===== src/rtl/wbs_wide_mem_bridge.sv =====
// -----------------------------------------------------------------------------
// wbs_wide_mem_bridge
//
// Wishbone slave that maps one address window onto NUM_BANKS single-port SRAM
// banks of MEM_WIDTH-bit words. Each wide word is exposed as BEATS consecutive
// 32-bit Wishbone words. Writes are gathered beat by beat and committed to the
// bank in one SRAM cycle when the last beat arrives. Reads fetch the whole wide
// word once and keep it in a one-entry cache, so the remaining beats of that
// word are served without touching the SRAM again.
//
// Address layout (word address): [beat | bank | row | zero bits | window bits]
//
// Ports
//   wb_clk_i, rst_n        clock, asynchronous active-low reset
//   wbs_*                  Wishbone slave (cyc/stb/we/sel/adr/dat in, ack/dat out)
//   access_en              high allows SRAM traffic; low acks with data 0
//   clr_err                clears the sticky error flag
//   err_o                  sticky protocol/range error
//   mem_csb                per-bank chip select, active low
//   mem_web                write enable, active low (shared by all banks)
//   mem_addr, mem_wdata    row address and write word (shared by all banks)
//   mem_rdata              per-bank read words, bank b at [b*MEM_WIDTH +: MEM_WIDTH]
// -----------------------------------------------------------------------------
module wbs_wide_mem_bridge #(
    parameter int          MEM_WIDTH  = 64,
    parameter int          MEM_DEPTH  = 64,
    parameter int          NUM_BANKS  = 8,
    parameter int          RD_LATENCY = 1,
    parameter logic [31:0] BASE_ADDR  = 32'h3200_0000,
    parameter logic [31:0] ADDR_MASK  = 32'hFF00_0000,
    localparam int         ROW_W      = (MEM_DEPTH > 1) ? $clog2(MEM_DEPTH) : 1
) (
    input  logic                           wb_clk_i,
    input  logic                           rst_n,
    input  logic                           wbs_stb_i,
    input  logic                           wbs_cyc_i,
    input  logic                           wbs_we_i,
    input  logic [3:0]                     wbs_sel_i,
    input  logic [31:0]                    wbs_adr_i,
    input  logic [31:0]                    wbs_dat_i,
    output logic                           wbs_ack_o,
    output logic [31:0]                    wbs_dat_o,
    input  logic                           access_en,
    input  logic                           clr_err,
    output logic                           err_o,
    output logic [NUM_BANKS-1:0]           mem_csb,
    output logic                           mem_web,
    output logic [ROW_W-1:0]               mem_addr,
    output logic [MEM_WIDTH-1:0]           mem_wdata,
    input  logic [NUM_BANKS*MEM_WIDTH-1:0] mem_rdata
);

    localparam int          BEATS    = (MEM_WIDTH + 31) / 32;
    localparam int          BEAT_W   = (BEATS > 1) ? $clog2(BEATS) : 1;
    localparam int          BANK_W   = (NUM_BANKS > 1) ? $clog2(NUM_BANKS) : 1;
    localparam int          BUF_W    = BEATS * 32;
    localparam int          BYTES    = BEATS * 4;
    localparam int          LOW_W    = BEAT_W + BANK_W + ROW_W;
    localparam logic [31:0] LOW_MASK = (LOW_W >= 32) ? 32'hFFFF_FFFF : ((32'd1 << LOW_W) - 32'd1);
    localparam logic [31:0] BEATS_U  = 32'(BEATS);
    localparam logic [31:0] DEPTH_U  = 32'(MEM_DEPTH);
    localparam logic [31:0] BANKS_U  = 32'(NUM_BANKS);
    localparam logic [1:0]  LAT_LAST = 2'(RD_LATENCY - 1);

    typedef enum logic [1:0] {
        ST_IDLE    = 2'd0,
        ST_COMMIT  = 2'd1,
        ST_RD_WAIT = 2'd2,
        ST_ACK     = 2'd3
    } state_t;

    // Merge one 32-bit beat into the gather buffer under the byte enables.
    function automatic logic [BUF_W-1:0] merge_data(input logic [BUF_W-1:0] base,
                                                    input logic [BEAT_W-1:0] beat,
                                                    input logic [31:0] wdat,
                                                    input logic [3:0] sel);
        logic [BUF_W-1:0] res;
        res = base;
        for (int i = 0; i < 4; i++) begin
            if (sel[i]) begin
                res[32*int'(beat) + 8*i +: 8] = wdat[8*i +: 8];
            end
        end
        return res;
    endfunction

    // Record which bytes of the gather buffer have been written.
    function automatic logic [BYTES-1:0] merge_mask(input logic [BYTES-1:0] base,
                                                    input logic [BEAT_W-1:0] beat,
                                                    input logic [3:0] sel);
        logic [BYTES-1:0] res;
        res = base;
        for (int i = 0; i < 4; i++) begin
            if (sel[i]) begin
                res[4*int'(beat) + i] = 1'b1;
            end
        end
        return res;
    endfunction

    // Zero every byte the gather never wrote so stale buffer content never reaches the SRAM.
    function automatic logic [BUF_W-1:0] apply_mask(input logic [BUF_W-1:0] data,
                                                    input logic [BYTES-1:0] mask);
        logic [BUF_W-1:0] res;
        for (int j = 0; j < BYTES; j++) begin
            res[8*j +: 8] = mask[j] ? data[8*j +: 8] : 8'h00;
        end
        return res;
    endfunction

    // Registered state
    state_t                 state_q, state_d;
    logic                   ack_q, ack_d;
    logic [31:0]            dat_o_q, dat_o_d;
    logic                   err_q, err_d;
    logic [NUM_BANKS-1:0]   csb_q, csb_d;
    logic                   web_q, web_d;
    logic [ROW_W-1:0]       addr_q, addr_d;
    logic [MEM_WIDTH-1:0]   wdata_q, wdata_d;
    logic [1:0]             lat_cnt_q, lat_cnt_d;
    logic                   g_valid_q, g_valid_d;
    logic [BANK_W-1:0]      g_bank_q, g_bank_d;
    logic [ROW_W-1:0]       g_row_q, g_row_d;
    logic [BUF_W-1:0]       g_data_q, g_data_d;
    logic [BYTES-1:0]       g_mask_q, g_mask_d;
    logic                   c_valid_q, c_valid_d;
    logic [BANK_W-1:0]      c_bank_q, c_bank_d;
    logic [ROW_W-1:0]       c_row_q, c_row_d;
    logic [BUF_W-1:0]       c_data_q, c_data_d;
    logic [BANK_W-1:0]      rd_bank_q, rd_bank_d;
    logic [ROW_W-1:0]       rd_row_q, rd_row_d;
    logic [BEAT_W-1:0]      rd_beat_q, rd_beat_d;

    // Decode signals
    logic                   req_s;
    logic [BEAT_W-1:0]      req_beat_s;
    logic [BANK_W-1:0]      req_bank_s;
    logic [ROW_W-1:0]       req_row_s;
    logic                   range_err_s;
    logic                   gather_hit_s;
    logic                   cache_hit_s;
    logic                   beat_last_s;
    logic                   wr_ok_s;
    logic                   go_commit_s;
    logic                   go_rdwait_s;
    logic                   set_err_s;
    logic                   rd_done_s;
    logic [BUF_W-1:0]       wr_data_s;
    logic [BYTES-1:0]       wr_mask_s;
    logic [BUF_W-1:0]       commit_buf_s;
    logic [BUF_W-1:0]       rd_buf_s;

    // Request decode: window match, field extraction and classification.
    always_comb begin
        req_s        = wbs_cyc_i & wbs_stb_i & ((wbs_adr_i & ADDR_MASK) == BASE_ADDR)
                       & ~ack_q & (state_q == ST_IDLE);
        req_beat_s   = wbs_adr_i[BEAT_W-1:0];
        req_bank_s   = wbs_adr_i[BEAT_W +: BANK_W];
        req_row_s    = wbs_adr_i[BEAT_W+BANK_W +: ROW_W];
        range_err_s  = ((wbs_adr_i & ~ADDR_MASK & ~LOW_MASK) != 32'd0)
                       | (32'(req_beat_s) >= BEATS_U)
                       | (32'(req_bank_s) >= BANKS_U)
                       | (32'(req_row_s) >= DEPTH_U);
        gather_hit_s = g_valid_q & (g_bank_q == req_bank_s) & (g_row_q == req_row_s);
        cache_hit_s  = c_valid_q & (c_bank_q == req_bank_s) & (c_row_q == req_row_s);
        beat_last_s  = (32'(req_beat_s) == (BEATS_U - 32'd1));
        // Beat 0 always (re)opens a gather; later beats must continue the open one.
        wr_ok_s      = (req_beat_s == {BEAT_W{1'b0}}) | gather_hit_s;
        go_commit_s  = access_en & ~range_err_s & wbs_we_i & wr_ok_s & beat_last_s;
        go_rdwait_s  = access_en & ~range_err_s & ~wbs_we_i & ~cache_hit_s;
        set_err_s    = req_s & access_en & (range_err_s | (wbs_we_i & ~wr_ok_s));
        rd_done_s    = (lat_cnt_q == LAT_LAST);
        wr_data_s    = merge_data(g_data_q, req_beat_s, wbs_dat_i, wbs_sel_i);
        wr_mask_s    = merge_mask((req_beat_s == {BEAT_W{1'b0}}) ? {BYTES{1'b0}} : g_mask_q,
                                  req_beat_s, wbs_sel_i);
        commit_buf_s = apply_mask(wr_data_s, wr_mask_s);
        // Bits of the last beat above MEM_WIDTH read back as zero.
        rd_buf_s                  = {BUF_W{1'b0}};
        rd_buf_s[MEM_WIDTH-1:0]   = mem_rdata[int'(rd_bank_q)*MEM_WIDTH +: MEM_WIDTH];
    end

    // Next-state logic.
    always_comb begin
        state_d = state_q;
        case (state_q)
            ST_IDLE: begin
                if (req_s) begin
                    if (go_commit_s) begin
                        state_d = ST_COMMIT;
                    end else if (go_rdwait_s) begin
                        state_d = ST_RD_WAIT;
                    end else begin
                        state_d = ST_ACK;
                    end
                end else begin
                    state_d = ST_IDLE;
                end
            end
            ST_COMMIT:  state_d = ST_ACK;
            ST_RD_WAIT: begin
                if (rd_done_s) begin
                    state_d = ST_ACK;
                end else begin
                    state_d = ST_RD_WAIT;
                end
            end
            ST_ACK:     state_d = ST_IDLE;
            default:    state_d = ST_IDLE;
        endcase
    end

    // Output and datapath next values; every output is registered from these.
    always_comb begin
        ack_d     = 1'b0;
        dat_o_d   = 32'd0;
        err_d     = set_err_s | (err_q & ~clr_err);
        csb_d     = {NUM_BANKS{1'b1}};
        web_d     = 1'b1;
        addr_d    = addr_q;
        wdata_d   = wdata_q;
        lat_cnt_d = lat_cnt_q;
        g_valid_d = g_valid_q;
        g_bank_d  = g_bank_q;
        g_row_d   = g_row_q;
        g_data_d  = g_data_q;
        g_mask_d  = g_mask_q;
        c_valid_d = c_valid_q;
        c_bank_d  = c_bank_q;
        c_row_d   = c_row_q;
        c_data_d  = c_data_q;
        rd_bank_d = rd_bank_q;
        rd_row_d  = rd_row_q;
        rd_beat_d = rd_beat_q;
        case (state_q)
            ST_IDLE: begin
                if (!req_s) begin
                    ack_d = 1'b0;
                end else if (!access_en || range_err_s) begin
                    ack_d = 1'b1;
                end else if (wbs_we_i) begin
                    if (!wr_ok_s) begin
                        // Beat does not continue the open gather: dropped.
                        ack_d = 1'b1;
                    end else if (beat_last_s) begin
                        csb_d[req_bank_s] = 1'b0;
                        web_d             = 1'b0;
                        addr_d            = req_row_s;
                        wdata_d           = commit_buf_s[MEM_WIDTH-1:0];
                        g_valid_d         = 1'b0;
                        if (cache_hit_s) begin
                            c_valid_d = 1'b0;
                        end else begin
                            c_valid_d = c_valid_q;
                        end
                    end else begin
                        g_valid_d = 1'b1;
                        g_bank_d  = req_bank_s;
                        g_row_d   = req_row_s;
                        g_data_d  = wr_data_s;
                        g_mask_d  = wr_mask_s;
                        ack_d     = 1'b1;
                    end
                end else if (cache_hit_s) begin
                    ack_d   = 1'b1;
                    dat_o_d = c_data_q[32*int'(req_beat_s) +: 32];
                end else begin
                    csb_d[req_bank_s] = 1'b0;
                    web_d             = 1'b1;
                    addr_d            = req_row_s;
                    rd_bank_d         = req_bank_s;
                    rd_row_d          = req_row_s;
                    rd_beat_d         = req_beat_s;
                    lat_cnt_d         = 2'd0;
                end
            end
            ST_COMMIT: begin
                ack_d = 1'b1;
            end
            ST_RD_WAIT: begin
                // Chip select was low only for the first RD_WAIT cycle; count edges to the capture.
                if (rd_done_s) begin
                    ack_d     = 1'b1;
                    dat_o_d   = rd_buf_s[32*int'(rd_beat_q) +: 32];
                    c_valid_d = 1'b1;
                    c_bank_d  = rd_bank_q;
                    c_row_d   = rd_row_q;
                    c_data_d  = rd_buf_s;
                end else begin
                    lat_cnt_d = lat_cnt_q + 2'd1;
                end
            end
            ST_ACK: begin
                ack_d = 1'b0;
            end
            default: begin
                ack_d = 1'b0;
            end
        endcase
    end

    // State and datapath registers with asynchronous reset.
    always_ff @(posedge wb_clk_i or negedge rst_n) begin
        if (!rst_n) begin
            state_q   <= ST_IDLE;
            ack_q     <= 1'b0;
            dat_o_q   <= 32'd0;
            err_q     <= 1'b0;
            csb_q     <= {NUM_BANKS{1'b1}};
            web_q     <= 1'b1;
            addr_q    <= {ROW_W{1'b0}};
            wdata_q   <= {MEM_WIDTH{1'b0}};
            lat_cnt_q <= 2'd0;
            g_valid_q <= 1'b0;
            g_bank_q  <= {BANK_W{1'b0}};
            g_row_q   <= {ROW_W{1'b0}};
            g_data_q  <= {BUF_W{1'b0}};
            g_mask_q  <= {BYTES{1'b0}};
            c_valid_q <= 1'b0;
            c_bank_q  <= {BANK_W{1'b0}};
            c_row_q   <= {ROW_W{1'b0}};
            c_data_q  <= {BUF_W{1'b0}};
            rd_bank_q <= {BANK_W{1'b0}};
            rd_row_q  <= {ROW_W{1'b0}};
            rd_beat_q <= {BEAT_W{1'b0}};
        end else begin
            state_q   <= state_d;
            ack_q     <= ack_d;
            dat_o_q   <= dat_o_d;
            err_q     <= err_d;
            csb_q     <= csb_d;
            web_q     <= web_d;
            addr_q    <= addr_d;
            wdata_q   <= wdata_d;
            lat_cnt_q <= lat_cnt_d;
            g_valid_q <= g_valid_d;
            g_bank_q  <= g_bank_d;
            g_row_q   <= g_row_d;
            g_data_q  <= g_data_d;
            g_mask_q  <= g_mask_d;
            c_valid_q <= c_valid_d;
            c_bank_q  <= c_bank_d;
            c_row_q   <= c_row_d;
            c_data_q  <= c_data_d;
            rd_bank_q <= rd_bank_d;
            rd_row_q  <= rd_row_d;
            rd_beat_q <= rd_beat_d;
        end
    end

    assign wbs_ack_o = ack_q;
    assign wbs_dat_o = dat_o_q;
    assign err_o     = err_q;
    assign mem_csb   = csb_q;
    assign mem_web   = web_q;
    assign mem_addr  = addr_q;
    assign mem_wdata = wdata_q;

endmodule


===== config.mk =====
export PLATFORM = sky130hd
export DESIGN_NAME = wbs_wide_mem_bridge
export DESIGN_NICKNAME = d
export VERILOG_FILES = /design/src/rtl/wbs_wide_mem_bridge.sv
export SDC_FILE = /design/constraint.sdc
export NUM_CORES = 1
export LEC_CHECK = 0
export ABC_AREA = 1
export CAP_MARGIN = 10
export CORE_AREA = 8 8 270 272
export DETAILED_ROUTE_END_ITERATION = 12
export DIE_AREA = 0 0 278 280
export HOLD_SLACK_MARGIN = 0.15
export RECOVER_POWER = 25
export SLEW_MARGIN = 20
export SYNTH_ARGS = -nofsm -noshare
export SYNTH_HDL_FRONTEND = slang
export SYNTH_SLANG_ARGS = --single-unit

===== constraint.sdc =====
create_clock -name wb_clk_i -period 2.9 [get_ports wb_clk_i]
set_input_delay 0.58 -clock wb_clk_i [delete_from_list [all_inputs] [get_ports wb_clk_i]]
set_output_delay 0.58 -clock wb_clk_i [all_outputs]
set_load 0.02 [all_outputs]

==> results of run 1 <==
==> power groups by stage <==
| stage | registers, mW | logic, mW | clock network [mW] |
|---|---|---|---|
| floorplan | 4.08 | 0.322 | 0 |
| global placement | 4.08 | 1.43 | 0 |
| detailed placement | 4.08 | 1.43 | 0 |
| CTS | 4.01 | 1.44 | 4.43 |
| global route | 4.01 | 1.55 | 4.60 |
| finish | 4.01 | 1.42 | 4.27 |
==> worst min path at each step <==
stage | startpoint | endpoint | cells past startpoint
3_3_place_gp | g_data_q[35] | g_data_q[35] | 0
4_1_cts | g_data_q[63] | g_data_q[63] | 0
5_1_grt | g_data_q[63] | g_data_q[63] | 0
6_report | g_data_q[53] | g_data_q[53] | 0
2_1_floorplan | rst_n | c_bank_q[0] | 0
3_5_place_dp | g_data_q[46] | g_data_q[46] | 0
==> critical path, cell delays in order (launching register included) <==
cell and delay, ns:
dfrtp_4 0.60, inv_8 0.36, buf_4 0.31, o21ai_0 0.12, o211ai_1 0.25, o21ai_0 0.47
nand2_1 0.16, nand3_1 0.09, o21ai_1 0.10
==> metrics by stage <==
step | instance area (µm²) | total power [mW] | util [%]
after floorplan | 16600 | 4.40 | -
after global placement | 24800 | 5.51 | 36.0
after detailed placement | 24800 | 5.52 | 36.0
after CTS | 25900 | 9.88 | 37.6
after global routing | 25900 | 10.2 | 37.6
final | 25900 | 9.71 | 37.6
==> routing by layer <==
metal  share of wire [%]  up-vias
li1                    -     9068
met1                  40     8602
met2                  49      658
met3                 7.3      135
met4                 3.4       22
met5                0.16        -
==> final cells by class <==
| type | instances | area [µm²] | share of cell area [%] |
|---|---|---|---|
| multi-input combinational | 1819 | 8470 | 32.7 |
| inverter | 53 | 206 | 0.796 |
| sequential | 283 | 7100 | 27.4 |
| antenna | 17 | 42.5 | 0.164 |
| timing repair buffer | 793 | 7880 | 30.4 |
| clock buffer | 53 | 1020 | 3.95 |
| tap | 891 | 1110 | 4.30 |
| clock inverter | 9 | 100 | 0.386 |
==> registers in the layout, summed over array words and instances (netlist names), 8 cells and up <==
name and flops:
c_data_q 64, g_data_q 64, mem_wdata 64, wbs_dat_o 32
g_mask_q 8, mem_csb 8
==> kinds of logic (layout without fill, tap and decap cells) <==
kind of cell	after synthesis	count (layout)
xor+xnor	3	3
mux	64	64
buf+inv	253	908
other cells	0	17
compound gates	652	652
fa+ha+maj	4	4
flops	283	283
simple gates	1096	1096
==> layout by cell type, fill, tap and decap left out, drive strengths merged <==
| cell type | synthesis | final |
|---|---|---|
| dfstp | 9 | 9 |
| dlygate4sd3 | 0 | 1 |
| nor3 | 6 | 6 |
| diode | 0 | 17 |
| nand4 | 8 | 8 |
| o21ai | 551 | 551 |
| ha | 4 | 4 |
| clkinvlp | 0 | 3 |
| o211ai | 64 | 64 |
| nand3b | 2 | 2 |
| inv | 53 | 53 |
| nand2 | 534 | 534 |
| bufinv | 0 | 1 |
| o21bai | 1 | 1 |
| a21boi | 4 | 4 |
| or2 | 1 | 1 |
| mux2i | 64 | 64 |
| nand3 | 89 | 89 |
| nor2 | 455 | 455 |
| xnor2 | 3 | 3 |
| clkinv | 0 | 5 |
| buf | 74 | 91 |
| a21oi | 32 | 32 |
| dfrtp | 274 | 274 |
| clkdlybuf4s50 | 0 | 697 |
| and3 | 1 | 1 |
| clkbuf | 126 | 57 |
==> what timing repair did <==
item                                   in CTS  in global routing
hold buffers                                1                  0
endpoints found under the hold margin      77                  0
setup buffers                               0                  0
==> impl_metrics.csv, run 1 <==
group,metric,value,unit
timing,finClkSkew,0.0267,ns
worst_setup_path,worstRegToRegCells,8,
global_routing,globalRoute.busiestLayer,"met2",
worst_setup_path,r2r_end,"wbs_dat_o[18]",
global_routing,antenna_found_initial,41,
drt,wl_per_cell,23.0,µm
clock_network,numCtsBuffers,35,
floorplanning,die-width,278,µm
drt,via_per_inst,4.72,
synth,ys_seq_area_share,42.7,%
timing,finalHoldViolCount,0,
floorplanning,core-area,68900,µm²
clock_network,clk_pin_slew,0.06,ns
power,p_int,7.39,mW
floorplanning,ios,700,
worst_setup_path,critPathArrivalTime,3.03,ns
final_layout,final_nets,3576,
synth,synth.avg_cell_area,7.06,µm²
synth,yosysTopAreaCell,"dfrtp_1",
power,vdd_drop_max,0.000297,V
hold_path,min_path_type,"register to register",
flow_run,drv_cap,0,
timing,period_minus_slack,2.55,ns
final_layout,stdcell_count,3918,
timing,worst_slack,0.345,ns
power,power.leakage,11.3,nW
drt,wirelength,90000,µm
synth,yosys-top-cells-count,"532 x nand2_1, 488 x o21ai_0, 453 x nor2_1",
worst_setup_path,end_kind,"register",
timing,tightest_slew,1.34,ns
floorplanning,die_y,280,µm
worst_setup_path,cp-endpoint,"wbs_dat_o[18]",
synth,synth_seq_cells,283,
placement,dp.cells,3838,
clock_network,tritoncts,"done",
global_routing,use_met1,25.6,%
global_routing,grt_pass1_wl,129000,µm
clock_network,clockRootBuffer,"clkbuf_16",
power,p_per_area,374,nW/µm²
power,p_sw_share,23.8,%
synth,yosysUniqueCellTypes,32,
drt,vias,18500,
global_routing,grt_pass1_vias,18700,
timing,max_freq,0.391,GHz
power,comb_power_share,14.6,%
timing,fin_setup_tns,0,ns
timing,setup_viol,0,
placement,gp_congestion,0.922,
placement,portBuffers,699,
global_routing,grt_max_degree,136,
final_layout,fillers,7400,
worst_setup_path,rrSetupSlack,0.35,ns
timing,grt_setup_unrepaired,"false",
final_layout,syn_to_final_growth,56.0,%
floorplanning,rows,97,
timing,slew_viol_final,0,
placement,dp_hpwl,72900,µm
synth,synth-async-reset-ratio,100,%
synth,netlist.area_leader.share,41.2,%
timing,max_slew_margin,10.9,%
drt,drtIter0Drc,1293,
synth,synth-simple-area-share,25.9,%
synth,synth_top_family_by_area,"simple AND/OR/NAND/NOR gates",
worst_setup_path,critPathKind,"register to register",
global_routing,met3_usage,6.34,%
synth,synth_compound_area_share,20.7,%
clock_network,clock_path_buffers,3,
drt,drc,0,
synth,synth.area.top_cells,"dfrtp_1 41%, o21ai_0 15%, nand2_1 12%",
power,p_clk_share,44.0,%
power,pwr-share-seq,41.3,%
synth,synthFlopType,"dfrtp_1",
synth,netlist_area,16600,µm²
synth,yosys.area_share.adder,0.301,%
clock_network,clk_latency,0.54,ns
synth,syn_nets,2946,
power,p_sw,2.31,mW
worst_setup_path,cp.required,3.37,ns
synth,synth-edff-count,0,
synth,syn_inst,2355,
drt,antenna_left,0,
global_routing,met2_usage,38.8,%
outcome,status,"finished clean",
synth,synth.most_common_cell,"nand2_1",
global_routing,overflow,0,
clock_network,cts.htree.levels,2,
timing,holdWs,0.374,ns
floorplanning,initial_core_util,24.1,%
synth,synth_xor_xnor_area_share,0.158,%
drt,first_pass_iters,6,
timing,min_period_over_period,88.1,%
clock_network,post_cts_resized,0,
worst_setup_path,start_kind,"register",
global_routing,grt_usage,22.1,%
synth,yosysWarnings,0,
worst_setup_path,timing.rr.start,"rd_bank_q[0]",
clock_network,clock-sinks,283,
final_layout,drive_gt1_share,5.78,%
synth,post_synth_mux_area_share,3.85,%
worst_setup_path,crit_start,"rd_bank_q[0]",
worst_setup_path,path_max_fanout,67,
floorplanning,die_area,77800,µm²
placement,pre_cts_ws,0.115,ns
Power figures use the tool's default switching activity.
==> inputs of run 2 (changes only) <==
Settings changed: TNS_END_PERCENT set to 30.
==> results of run 2 <==
No change in the layout: final DEF, timing and power equal those of run 1.
==> inputs of run 3 (changes only) <==
Settings changed: SLEW_MARGIN 20 to 40.
==> run 3 against run 2 <==
Die area did not move. Sequential share of layout area barely moved. Sequential cell count unchanged. Count of clock-buffer cells in the layout unchanged. Register-to-register slack about the same. Total power is 1.7% higher. Utilization hardly changed. Worst hold slack about the same. Non-clock buffer count unchanged.
==> impl_metrics.csv, run 3 (synthesized netlist as in run 1, its figures left out) <==
group,metric,value,unit
outcome,status,"finished clean",
clock_network,tritoncts,"done",
power,p_clk_share,44.9,%
worst_setup_path,path_max_fanout,34,
drt,met2_length,44700,µm
drt,first_pass_iters,5,
drt,wl_met1,35400,µm
power,power.leakage,11.3,nW
power,p_int,7.55,mW
placement,dp_hpwl,72900,µm
placement,pre_cts_ws,0.117,ns
power,p_sw,2.33,mW
worst_setup_path,critPathArrivalTime,2.93,ns
timing,finalHoldViolCount,0,
final_layout,final_common_cell,"clkdlybuf4s50_1",
clock_network,post_cts_resized,0,
timing,tightest_slew,1.39,ns
placement,portBuffers,699,
global_routing,grt_pass1_wl,129000,µm
drt,wl_per_cell,23.0,µm
global_routing,grt_usage,22.1,%
floorplanning,ios,700,
final_layout,final_cell_mix,"697 x clkdlybuf4s50_1, 530 x nand2_1, 485 x o21ai_0, 453 x nor2_1, 271 x dfrtp_1",
power,vdd_drop_max,0.000332,V
drt,wl_met3,6860,µm
power,pwr-share-seq,40.6,%
drt,top_layer_used,"met5",
timing,setup_viol,0,
timing,slew_viol_final,0,
power,p_sw_share,23.6,%
hold_path,min_path_type,"register to register",
worst_setup_path,end_kind,"register",
clock_network,cts.htree.levels,2,
floorplanning,die_y,280,µm
final_layout,final_nets,3576,
timing,holdWs,0.374,ns
worst_setup_path,start_kind,"register",
drt,wirelength,90100,µm
drt,drtIter0Drc,1335,
timing,max_freq,0.394,GHz
global_routing,grt_pass1_vias,18700,
global_routing,grt_max_degree,136,
timing,min_period_over_period,87.6,%
floorplanning,rows,97,
flow_run,drv_cap,0,
final_layout,fin_area,26000,µm²
clock_network,clk_pin_slew,0.06,ns
timing,period_minus_slack,2.54,ns
worst_setup_path,critPathKind,"register to register",
worst_setup_path,cp.required,3.29,ns
timing,fin_setup_tns,0,ns
floorplanning,initial_core_util,24.1,%
worst_setup_path,rrSetupSlack,0.36,ns
clock_network,clock-sinks,283,
placement,gp_congestion,0.922,
clock_network,post_cts_buffers,0,
final_layout,drive_gt1_share,5.68,%
clock_network,clk_latency,0.54,ns
floorplanning,core-area,68900,µm²
final_layout,syn_to_final_growth,56.1,%
drt,via_per_inst,4.75,
timing,max_slew_margin,7.18,%
drt,vias,18600,
floorplanning,die_area,77800,µm²
clock_network,clockRootBuffer,"clkbuf_16",
global_routing,overflow,0,
timing,finClkSkew,0.0346,ns
floorplanning,die-width,278,µm
power,comb_power_share,14.4,%
final_layout,utilization,37.7,%
clock_network,numCtsBuffers,35,
global_routing,antenna_found_initial,39,
placement,postPlaceCellArea,24800,µm²
timing,grt_setup_unrepaired,"false",
clock_network,clock_path_buffers,3,
power,p_per_area,380,nW/µm²
clock_network,cts_hold_buf,1,
timing,worst_slack,0.359,ns
drt,drc,0,
drt,antenna_left,0,
-- run 3: critical path, stage by stage, from the launching register on --
cell	delay, ns
dfrtp_4	0.66
buf_12	0.24
buf_4	0.34
nor2_1	0.09
o21ai_0	0.08
o21ai_0	0.15
o21ai_0	0.52
nand2_1	0.11
nand3_1	0.11
o21ai_1	0.09
-- run 3: power by group through the flow --
stage                     clock [mW]  sequential (mW)  combinational, mW
after floorplan                    0             4.08              0.322
after global placement             0             4.08               1.43
after detailed placement           0             4.08               1.43
after CTS                       4.56             4.01               1.44
after global routing            4.74             4.01               1.55
final                           4.44             4.01               1.42
-- run 3: cell type report --
| cell class | instances | area [µm²] |
|---|---|---|
| sequential | 283 | 7100 |
| antenna | 14 | 35.0 |
| tap | 891 | 1110 |
| inverter | 53 | 206 |
| multi-input combinational | 1819 | 8470 |
| fill | 7340 | 43000 |
| clock inverter | 10 | 180 |
| timing repair buffer | 793 | 7880 |
| clock buffer | 53 | 973 |
-- run 3: worst paths after layout --
check                             start             to  cells after the start
max in group asynchronous         rst_n  wbs_dat_o[25]                      3
min                        g_data_q[49]   g_data_q[49]                      0
min reg2reg                g_data_q[49]   g_data_q[49]                      0
max reg2reg                rd_bank_q[1]  wbs_dat_o[14]                      9
max                        rd_bank_q[1]  wbs_dat_o[14]                      9
min in group asynchronous         rst_n  mem_wdata[17]                      2
-- run 3: stage by stage --
stage	power, mW	cells
after floorplan	4.40	2355
after global placement	5.51	3838
after detailed placement	5.52	3838
after CTS	10.0	3902
after global routing	10.3	3913
final	9.87	3916
-- run 3: metal layers --
metal,GRT usage (%),vias up
li1,-,9059
met2,39.3,708
met3,6.20,137
met1,25.5,8664
met5,0,-
met4,7.01,16
